`src/rtl/key_pkg.sv`:
```
// Shared types and width helpers for the key debouncer slice.
package key_pkg;

  typedef enum logic [1:0] {
    ST_IDLE,
    ST_PRESSED,
    ST_HELD
  } key_state_e;

  // STABLE_CNT is limited to 15, so a 4-bit difference counter always suffices.
  localparam int unsigned DIFF_W = 4;

  function automatic int unsigned cnt_w(input int unsigned max_val);
    return (max_val < 1) ? 1 : $clog2(max_val + 1);
  endfunction

endpackage

```
`src/rtl/key_debounce_n_if.sv`:
```
// Key bus: raw active-low keys in, debounced level and event pulses out.
interface key_debounce_n_if #(
  parameter int unsigned N_KEYS = 3
);
  logic [N_KEYS-1:0] key_in;
  logic [N_KEYS-1:0] key_level;
  logic [N_KEYS-1:0] press_pulse;
  logic [N_KEYS-1:0] release_pulse;
  logic [N_KEYS-1:0] long_pulse;
  logic [N_KEYS-1:0] repeat_pulse;

  modport master (
    output key_in,
    input  key_level, press_pulse, release_pulse, long_pulse, repeat_pulse
  );

  modport slave (
    input  key_in,
    output key_level, press_pulse, release_pulse, long_pulse, repeat_pulse
  );
endinterface

```
`src/rtl/key_chan.sv`:
```
// One key channel: 2-FF synchronizer, tick-sampled debounce, press/hold FSM.
module key_chan
  import key_pkg::*;
#(
  parameter int unsigned STABLE_CNT   = 3,
  parameter int unsigned LONG_TICKS   = 100,
  parameter int unsigned REPEAT_TICKS = 20,
  parameter int unsigned REPEAT_EN    = 1
) (
  input  logic clk,
  input  logic rst,
  input  logic tick,
  input  logic key_in,
  output logic key_level,
  output logic press_pulse,
  output logic release_pulse,
  output logic long_pulse,
  output logic repeat_pulse
);

  localparam int unsigned HOLD_MAX = (LONG_TICKS > REPEAT_TICKS) ? LONG_TICKS : REPEAT_TICKS;
  localparam int unsigned HOLD_W   = cnt_w(HOLD_MAX);
  localparam logic [DIFF_W-1:0] STABLE_M1 = DIFF_W'(STABLE_CNT - 1);
  localparam logic [HOLD_W-1:0] LONG_M1   = HOLD_W'(LONG_TICKS - 1);
  localparam logic [HOLD_W-1:0] REP_M1    = HOLD_W'(REPEAT_TICKS - 1);

  logic [1:0]        sync;
  logic [DIFF_W-1:0] diff_cnt;
  logic              level_d;
  logic              raw_press;
  logic              rise;
  logic              fall;
  key_state_e        state;
  logic [HOLD_W-1:0] hold_cnt;

  assign raw_press = ~sync[1];
  assign rise      = key_level & ~level_d;
  assign fall      = ~key_level & level_d;

  always_ff @(posedge clk or posedge rst) begin
    if (rst) begin
      sync      <= 2'b11;
      diff_cnt  <= '0;
      key_level <= 1'b0;
      level_d   <= 1'b0;
    end else begin
      sync    <= {sync[0], key_in};
      level_d <= key_level;
      if (tick) begin
        if (raw_press != key_level) begin
          if (diff_cnt == STABLE_M1) begin
            key_level <= ~key_level;
            diff_cnt  <= '0;
          end else begin
            diff_cnt <= diff_cnt + 1'b1;
          end
        end else begin
          diff_cnt <= '0;
        end
      end
    end
  end

  // Edges of key_level drive both the pulses and the FSM one cycle later.
  always_ff @(posedge clk or posedge rst) begin
    if (rst) begin
      state         <= ST_IDLE;
      hold_cnt      <= '0;
      press_pulse   <= 1'b0;
      release_pulse <= 1'b0;
      long_pulse    <= 1'b0;
      repeat_pulse  <= 1'b0;
    end else begin
      press_pulse   <= rise;
      release_pulse <= fall;
      long_pulse    <= 1'b0;
      repeat_pulse  <= 1'b0;
      if (fall) begin
        state    <= ST_IDLE;
        hold_cnt <= '0;
      end else begin
        case (state)
          ST_IDLE: begin
            if (rise) begin
              state    <= ST_PRESSED;
              hold_cnt <= '0;
            end
          end
          ST_PRESSED: begin
            if (tick) begin
              if (hold_cnt == LONG_M1) begin
                long_pulse <= 1'b1;
                state      <= ST_HELD;
                hold_cnt   <= '0;
              end else begin
                hold_cnt <= hold_cnt + 1'b1;
              end
            end
          end
          ST_HELD: begin
            if (REPEAT_EN != 0 && tick) begin
              if (hold_cnt == REP_M1) begin
                repeat_pulse <= 1'b1;
                hold_cnt     <= '0;
              end else begin
                hold_cnt <= hold_cnt + 1'b1;
              end
            end
          end
          default: begin
            state    <= ST_IDLE;
            hold_cnt <= '0;
          end
        endcase
      end
    end
  end

endmodule

```
`src/rtl/key_debounce_n.sv`:
```
// Multi-key debouncer: one shared sample-tick divider feeding N_KEYS channels.
module key_debounce_n
  import key_pkg::*;
#(
  parameter int unsigned N_KEYS       = 3,
  parameter int unsigned TICK_DIV     = 500000,
  parameter int unsigned STABLE_CNT   = 3,
  parameter int unsigned LONG_TICKS   = 100,
  parameter int unsigned REPEAT_TICKS = 20,
  parameter int unsigned REPEAT_EN    = 1
) (
  input logic             clk,
  input logic             rst,
  key_debounce_n_if.slave bus
);

  localparam int unsigned TICK_W = cnt_w(TICK_DIV - 1);
  localparam logic [TICK_W-1:0] TICK_LAST = TICK_W'(TICK_DIV - 1);

  logic [TICK_W-1:0] tick_cnt;
  logic              tick;
  logic [N_KEYS-1:0] level_v;
  logic [N_KEYS-1:0] press_v;
  logic [N_KEYS-1:0] release_v;
  logic [N_KEYS-1:0] long_v;
  logic [N_KEYS-1:0] repeat_v;

  assign tick = (tick_cnt == TICK_LAST);

  always_ff @(posedge clk or posedge rst) begin
    if (rst) begin
      tick_cnt <= '0;
    end else if (tick) begin
      tick_cnt <= '0;
    end else begin
      tick_cnt <= tick_cnt + 1'b1;
    end
  end

  for (genvar g = 0; g < N_KEYS; g++) begin : g_chan
    key_chan #(
      .STABLE_CNT  (STABLE_CNT),
      .LONG_TICKS  (LONG_TICKS),
      .REPEAT_TICKS(REPEAT_TICKS),
      .REPEAT_EN   (REPEAT_EN)
    ) u_chan (
      .clk          (clk),
      .rst          (rst),
      .tick         (tick),
      .key_in       (bus.key_in[g]),
      .key_level    (level_v[g]),
      .press_pulse  (press_v[g]),
      .release_pulse(release_v[g]),
      .long_pulse   (long_v[g]),
      .repeat_pulse (repeat_v[g])
    );
  end

  assign bus.key_level     = level_v;
  assign bus.press_pulse   = press_v;
  assign bus.release_pulse = release_v;
  assign bus.long_pulse    = long_v;
  assign bus.repeat_pulse  = repeat_v;

endmodule

```
`src/flat_wrapper.sv`:
```
// flat-port wrapper written by rule: the top's interface ports become plain ports
module key_debounce_n_flat import key_pkg::*;
#(
  parameter int unsigned N_KEYS       = 3,
  parameter int unsigned TICK_DIV     = 500000,
  parameter int unsigned STABLE_CNT   = 3,
  parameter int unsigned LONG_TICKS   = 100,
  parameter int unsigned REPEAT_TICKS = 20,
  parameter int unsigned REPEAT_EN    = 1
)
  (clk, rst, bus_key_in, bus_key_level, bus_press_pulse, bus_release_pulse, bus_long_pulse, bus_repeat_pulse);
  key_debounce_n_if #(.N_KEYS(N_KEYS)) bus_i ();
  input logic clk;
  input logic rst;
  input wire logic [$bits(bus_i.key_in)-1:0] bus_key_in;
  output wire logic [$bits(bus_i.key_level)-1:0] bus_key_level;
  output wire logic [$bits(bus_i.press_pulse)-1:0] bus_press_pulse;
  output wire logic [$bits(bus_i.release_pulse)-1:0] bus_release_pulse;
  output wire logic [$bits(bus_i.long_pulse)-1:0] bus_long_pulse;
  output wire logic [$bits(bus_i.repeat_pulse)-1:0] bus_repeat_pulse;
  assign bus_i.key_in = bus_key_in;
  assign bus_key_level = bus_i.key_level;
  assign bus_press_pulse = bus_i.press_pulse;
  assign bus_release_pulse = bus_i.release_pulse;
  assign bus_long_pulse = bus_i.long_pulse;
  assign bus_repeat_pulse = bus_i.repeat_pulse;
  key_debounce_n #(.N_KEYS(N_KEYS), .TICK_DIV(TICK_DIV), .STABLE_CNT(STABLE_CNT), .LONG_TICKS(LONG_TICKS), .REPEAT_TICKS(REPEAT_TICKS), .REPEAT_EN(REPEAT_EN)) u_core (.clk(clk), .rst(rst), .bus(bus_i));
endmodule
```
`config.mk`:
```
export PLATFORM = sky130hd
export DESIGN_NAME = key_debounce_n_flat
export DESIGN_NICKNAME = d
export VERILOG_FILES = /design/src/rtl/key_pkg.sv /design/src/rtl/key_debounce_n_if.sv /design/src/rtl/key_chan.sv /design/src/rtl/key_debounce_n.sv /design/src/flat_wrapper.sv
export SDC_FILE = /design/constraint.sdc
export NUM_CORES = 1
export LEC_CHECK = 0
export CORE_ASPECT_RATIO = 2
export CORE_MARGIN = 10
export CORE_UTILIZATION = 35
export CTS_CLUSTER_SIZE = 25
export DETAILED_ROUTE_END_ITERATION = 8
export PLACE_DENSITY = 0.57
export SLEW_MARGIN = 20
export SYNTH_ARGS = -nofsm -noshare
export SYNTH_HDL_FRONTEND = slang
export SYNTH_SLANG_ARGS = --single-unit
```
`constraint.sdc`:
```
create_clock -name clk -period 7.06 [get_ports clk]
set_input_delay 0.706 -clock clk [delete_from_list [all_inputs] [get_ports clk]]
set_output_delay 0.706 -clock clk [all_outputs]
set_load 0.01 [all_outputs]
```
==> Yosys cells after proc, flatten, opt, wreduce, memory -nomap -nowiden <==
Cells that the tools add are included.
{ "op_classes": {"mux": 67, "n_reduce_logical": 12, "n_bitwise": 15, "eq_ne": 34, "addsub": 7} }
{ "ops": {"columns": ["op", "n"], "rows": [
  ["$mux W7", 18],
  ["$pmux W7 S3", 3],
  ["$mux W1", 24],
  ["$mux W2", 12],
  ["$mux W4", 6],
  ["$ne A3 B3 Y1 const B", 8],
  ["$add A7 B1 Y7 const B", 3],
  ["$eq A7 B5 Y1 const B", 3],
  ["$eq A7 B7 Y1 const B", 3],
  ["$add A19 B1 Y19 const B", 1],
  ["$eq A19 B19 Y1 const B", 1],
  ["$mux W19", 1],
  ["$pmux W2 S3", 3],
  ["$reduce_and A3 Y1", 6],
  ["$add A4 B1 Y4 const B", 3],
  ["$eq A4 B2 Y1 const B", 3],
  ["$ne A3 B2 Y1 const B", 4],
  ["$reduce_and A4 Y1", 3],
  ["$not A1 Y1", 9],
  ["$and A1 B1 Y1", 6],
  ["$eq A2 B1 Y1 const B", 3],
  ["$eq A2 B2 Y1 const B", 3],
  ["$logic_not A2 Y1", 3],
  ["$ne A2 B2 Y1 const B", 3],
  ["$ne A1 B1 Y1", 3]
]} }
{ "word_totals": {"ff_bits": 82, "wordCells": 166, "output_inout_bits": 15, "input_bits": 5} }

==> Depth between registers and ports, before layout <==
{ "depth": {"ltp_word": 5, "ltp_mapped": 8} }

==> By module <==
From an unflattened synthesis, not the netlist that was laid out.
{ "hier_totals": {"cells_unflattened": 434, "area_unflattened_um2": 4354.2} }
{ "modules_own_cells": {"columns": ["module", "area_per_inst_um2", "instances", "cells_each", "seq_area_each_um2"], "rows": [
  ["key_chan", 1139.8, 3, 114, 528.0],
  ["key_debounce_n", 934.6, 1, 92, 475.5]
]} }

==> Worst setup path before layout <==
No wires, ideal clock.
{ "synth_timing": {"path_type": "register to register", "start": "register u_core.tick_cnt[11]", "end": "register u_core.g_chan[2].u_chan.state[0]", "slack_ns": 4.936, "path_stages_with_launch": 6, "t_required_ns": 6.991, "arrival_ns": 2.055, "path_cell_list": "dfrtp_1 -> or4_4 -> or3_4 -> or3_1 -> a211o_1 -> nand3_1"} }
{ "synth_between": {"elab_chain_cells": 3} }
{ "synth_rtl": {"columns": ["item", "line", "text"], "rows": [
  ["from (decl)", "key_debounce_n.sv:20", "logic [TICK_W-1:0] tick_cnt;"],
  ["from (signal assigned)", "key_debounce_n.sv:36", "tick_cnt <= tick_cnt + 1'b1;"],
  ["$eq A19 B19 Y1", "key_debounce_n.sv:28", "assign tick = (tick_cnt == TICK_LAST);"],
  ["$ne A3 B2 Y1 (no line)", null, null],
  ["$reduce_and A4 Y1 (no line)", null, null],
  ["to (signal assigned)", "key_chan.sv:85", "state <= ST_PRESSED;"],
  ["to (signal assigned)", "key_chan.sv:93", "state <= ST_HELD;"],
  ["to (signal assigned)", "key_chan.sv:111", "state <= ST_IDLE;"],
  ["to (decl)", "key_chan.sv:33", "key_state_e state;"]
]} }
No other way between the ends.
A chain may end at the register's enable or synchronous reset.

==> Worst setup path in the final report <==
{ "layout_timing": {"start": "register u_core.tick_cnt[11]", "end": "register u_core.g_chan[0].u_chan.state[1]"} }
{ "layout_between": {"elab_chain_cells": 3} }
{ "layout_rtl": {"columns": ["item", "line"], "rows": [
  ["$eq A19 B19 Y1", "key_debounce_n.sv:28"],
  ["$ne A3 B3 Y1 (no line)", null],
  ["$reduce_and A4 Y1 (no line)", null],
  ["to (signal assigned)", "key_chan.sv:85"],
  ["to (signal assigned)", "key_chan.sv:93"],
  ["to (signal assigned)", "key_chan.sv:111"],
  ["to (decl)", "key_chan.sv:33"]
]} }
No other way between the ends.

==> flow_summary_export.csv <==
group,metric,value,unit
floorplanning,die_w,98.1,um
clock_network,clk_path_buf_depth,2,
floorplanning,io_pins,20,
grt,grt_usage,10.1,%
final_layout,drive_gt1_share,9.17,%
floorplanning,fp.dieH,176,um
clock_network,clkLatencyLatePin,0.33,ns
routing,viasPerCell,5.29,
synthesis,ys_types,58,
job,maxCapViolCount,0,
clock_network,ctsHtreeMaxLevel,3,
clock_network,cts_made_buffers,9,
critical_path,cp-end-kind,"flop",
grt,grt_pass1_vias,3057,
timing,fin_crit_sh,35.4,%
power_and_ir_drop,power_leakage,2.07,nW
clock_network,cts-root-buf,"clkbuf_16",
critical_path,required,7.28,ns
synthesis,ys_seq_elements,82,
critical_path,r2r_slack,4.56,ns
critical_path,arrival,2.72,ns
clock_network,cts.sinks,82,
routing,routed-via-count,3083,
routing,wire_per_inst,14.1,um
synthesis,ys_top_cells_by_area,"dfrtp_1 (45%), ha_1 (7.6%), dfstp_2 (3.7%)",
grt,antenna_found_initial,0,
timing,setup_tns,0,ns
floorplanning,coreArea,12100,um2
timing,fin_skew,0.00383,ns
grt,overflow,0,
critical_path,worstSetupPathType,"flop to flop",
final_layout,area_growth,13.0,%
synthesis,synth_xor_xnor_area_share,4.10,%
critical_path,startpoint_type,"flop",
routing,first_pass_iters,4,
placed_design,dp_hpwl,6.02,mm
synthesis,yosys.area.top_type,"dfrtp_1",
timing,period_needed,2.50,ns
routing,drc,0,
placed_design,globalplace.congestion,0.782,
clock_network,cts_tree,"done",
synthesis,synth-seq-area-share,48.2,%
routing,drtAntennaViolNets,0,
synthesis,muxShareOfSynthArea,0.733,%
timing,hold_ws,0.356,ns
synthesis,synth_flop_cell,"dfrtp_1",
synthesis,synth_enable_flop_cells,0,
grt,grt_pass1_wl,14.4,mm
synthesis,synth_warnings,0,
critical_path,path_buf_inv,0,
timing,maxSlewViolCount,0,
clock_network,post_cts_resized,0,
critical_path,slowest_delay,0.55,ns
synthesis,synth_fa_ha_area_share,7.62,%
placed_design,portBuffers,19,
synthesis,synth_top_family_by_area,"simple AND/OR/NAND/NOR gates",
timing,relSlewSlack,44.2,%
critical_path,crit_family,"simple AND/OR/NAND/NOR gates",
run_status,status,"finished, final reports clean",
synthesis,netlist_area,4270,um2
power_and_ir_drop,ir_worst_vdd,152,uV
critical_path,cp_max_fo,27,
timing,timing.fmax,400,MHz
critical_path,cpMaxStageDelayCell,"or4_4",
critical_path,crit_path_cell_trace,"or4_4 > nor3_2 > nand2_1 > a31o_2 > a22o_1",
timing,rsz0062_at_grt,"false",
timing,setup_viol,0,
floorplanning,start_util,35.4,%
synthesis,synth-simple-area-share,21.5,%
synthesis,syn_inst,420,
timing,finalHoldViolCount,0,
floorplanning,num_rows,57,
synthesis,synth_fp_nets,451,
routing,drtIter0Drc,115,
clock_network,post_cts_buffers,0,
synthesis,synth-compound-area-share,12.2,%
min_path,min_path_type,"flop to flop",
grt,grt_max_degree,83,
timing,worstMarginPinSlew,0.833,ns
synthesis,synth_area_per_cell,10.2,um2
power_and_ir_drop,power_density,199,nW/um2
final_layout,insertedDiodeCount,0,
floorplanning,die-area,17300,um2
synthesis,async_reset_ff_share,100,%
final_layout,final_nets,462,
clock_network,postCtsHoldBufs,0,
synthesis,synth.top_cell.area_share,44.5,%
routing,drt_wl_total,8.25,mm
clock_network,cts.clk_slew.worst_paths,0.06,ns
==> synthesized netlist by cell type, types with 2 or more instances <==
library cell and instances:
nor3b_1 2, nand3b_1 3, a21o_1 2, dfstp_2 6, or3_1 3, nor4_1 4
nand4_1 9, and2_1 4, inv_1 28, or4_4 2, a41oi_1 2, nand2b_1 8
o21a_1 4, o21ai_0 25, a21oi_1 9, nand4b_1 3, buf_2 3, o21bai_1 3
o211ai_1 3, mux2i_1 2, and3_1 11, xor2_1 12, nor2b_1 8, nor2_1 23
nand3_1 19, a31oi_1 4, or4_1 2, or3b_2 3, nor3_1 7, xnor2_1 8
or4bb_1 2, o31ai_1 6, or2_2 2, o22ai_1 5, clkbuf_1 2, a22o_1 8
dfrtp_1 76, buf_4 15, ha_1 26, o221ai_1 3, nand2_1 36
==> report_power, final <==
part	switching, mW	total [mW]	internal [mW]	leakage (nW)
registers	0.000819	0.474	0.473	1.11
logic	0.0108	0.0146	0.00384	0.809
clock network	0.182	0.474	0.291	0.151
total	0.194	0.962	0.768	2.07
==> metrics by stage <==
step                power [mW]  util (%)  setup WS [ns]  cell area (um2)  instances
finish                   0.962      40.0           4.56             4830        583
global route              1.00      40.0           4.34             4830        583
CTS                      0.980      40.0           4.55             4820        583
detailed placement       0.498      37.5           4.56             4520        567
global placement         0.498      37.5           4.59             4520        567
floorplan                0.492         -           4.26             4270        420
==> worst paths after layout <==
| path | cells after the start | startpoint | to |
|---|---|---|---|
| max in group asynchronous | 3 | rst | u_core.g_chan[2].u_chan.diff_cnt[1] |
| setup reg to reg | 5 | u_core.tick_cnt[11] | u_core.g_chan[0].u_chan.state[1] |
| hold reg to reg | 0 | u_core.g_chan[2].u_chan.sync[0] | u_core.g_chan[2].u_chan.sync[1] |
| hold / removal | 0 | u_core.g_chan[2].u_chan.sync[0] | u_core.g_chan[2].u_chan.sync[1] |
| setup / recovery | 5 | u_core.tick_cnt[11] | u_core.g_chan[0].u_chan.state[1] |
| min in group asynchronous | 3 | rst | u_core.g_chan[2].u_chan.press_pulse |
==> cells by family (layout without fill, tap and decap cells) <==
family / count (synthesis) / in the layout
AO/OA/AOI/OAI: 79 / 79
XOR/XNOR: 20 / 20
adder cells (fa/ha/maj): 26 / 26
buffers and inverters: 48 / 64
flip-flops: 82 / 82
multiplexers: 3 / 3
AND/OR/NAND/NOR: 162 / 162
==> flip-flops by register name, indices dropped and copies added, names as in the netlist <==
name	cells
u_core.g_chan.u_chan.diff_cnt	12
u_core.g_chan.u_chan.hold_cnt	21
u_core.g_chan.u_chan.key_level	3
u_core.g_chan.u_chan.level_d	3
u_core.g_chan.u_chan.long_pulse	3
u_core.g_chan.u_chan.press_pulse	3
u_core.g_chan.u_chan.release_pulse	3
u_core.g_chan.u_chan.repeat_pulse	3
u_core.g_chan.u_chan.state	6
u_core.g_chan.u_chan.sync	6
u_core.tick_cnt	19
==> area by class of cell <==
cell class	instances	area (um2)
tap	147	184
sequential	82	2060
fill	1163	7230
multi-input combinational	290	1970
clock buffer	11	253
timing repair buffer	20	201
inverter	28	106
clock inverter	5	52.6
==> metal layers <==
| layer | wire length [um] | vias up | global-route usage [%] |
|---|---|---|---|
| li1 | - | 1504 | - |
| met3 | 252 | 18 | 2.39 |
| met2 | 4530 | 53 | 18.2 |
| met5 | 0 | - | 0 |
| met1 | 3210 | 1508 | 10.2 |
| met4 | 258 | 0 | 6.09 |
==> cell usage in the layout (no fill, tap or decap), types with 9 or more instances in the layout <==
master | Yosys | routed
inv_1 | 28 | 27
o21ai_0 | 25 | 25
xor2_1 | 12 | 12
nand2_1 | 36 | 36
nor2_1 | 23 | 23
nand3_1 | 19 | 19
and3_1 | 11 | 11
clkdlybuf4s50_1 | 0 | 19
dfrtp_1 | 76 | 76
nand4_1 | 9 | 9
ha_1 | 26 | 26
clkbuf_16 | 0 | 9
a21oi_1 | 9 | 9
Note: power is estimated with default switching activity, not from simulation.
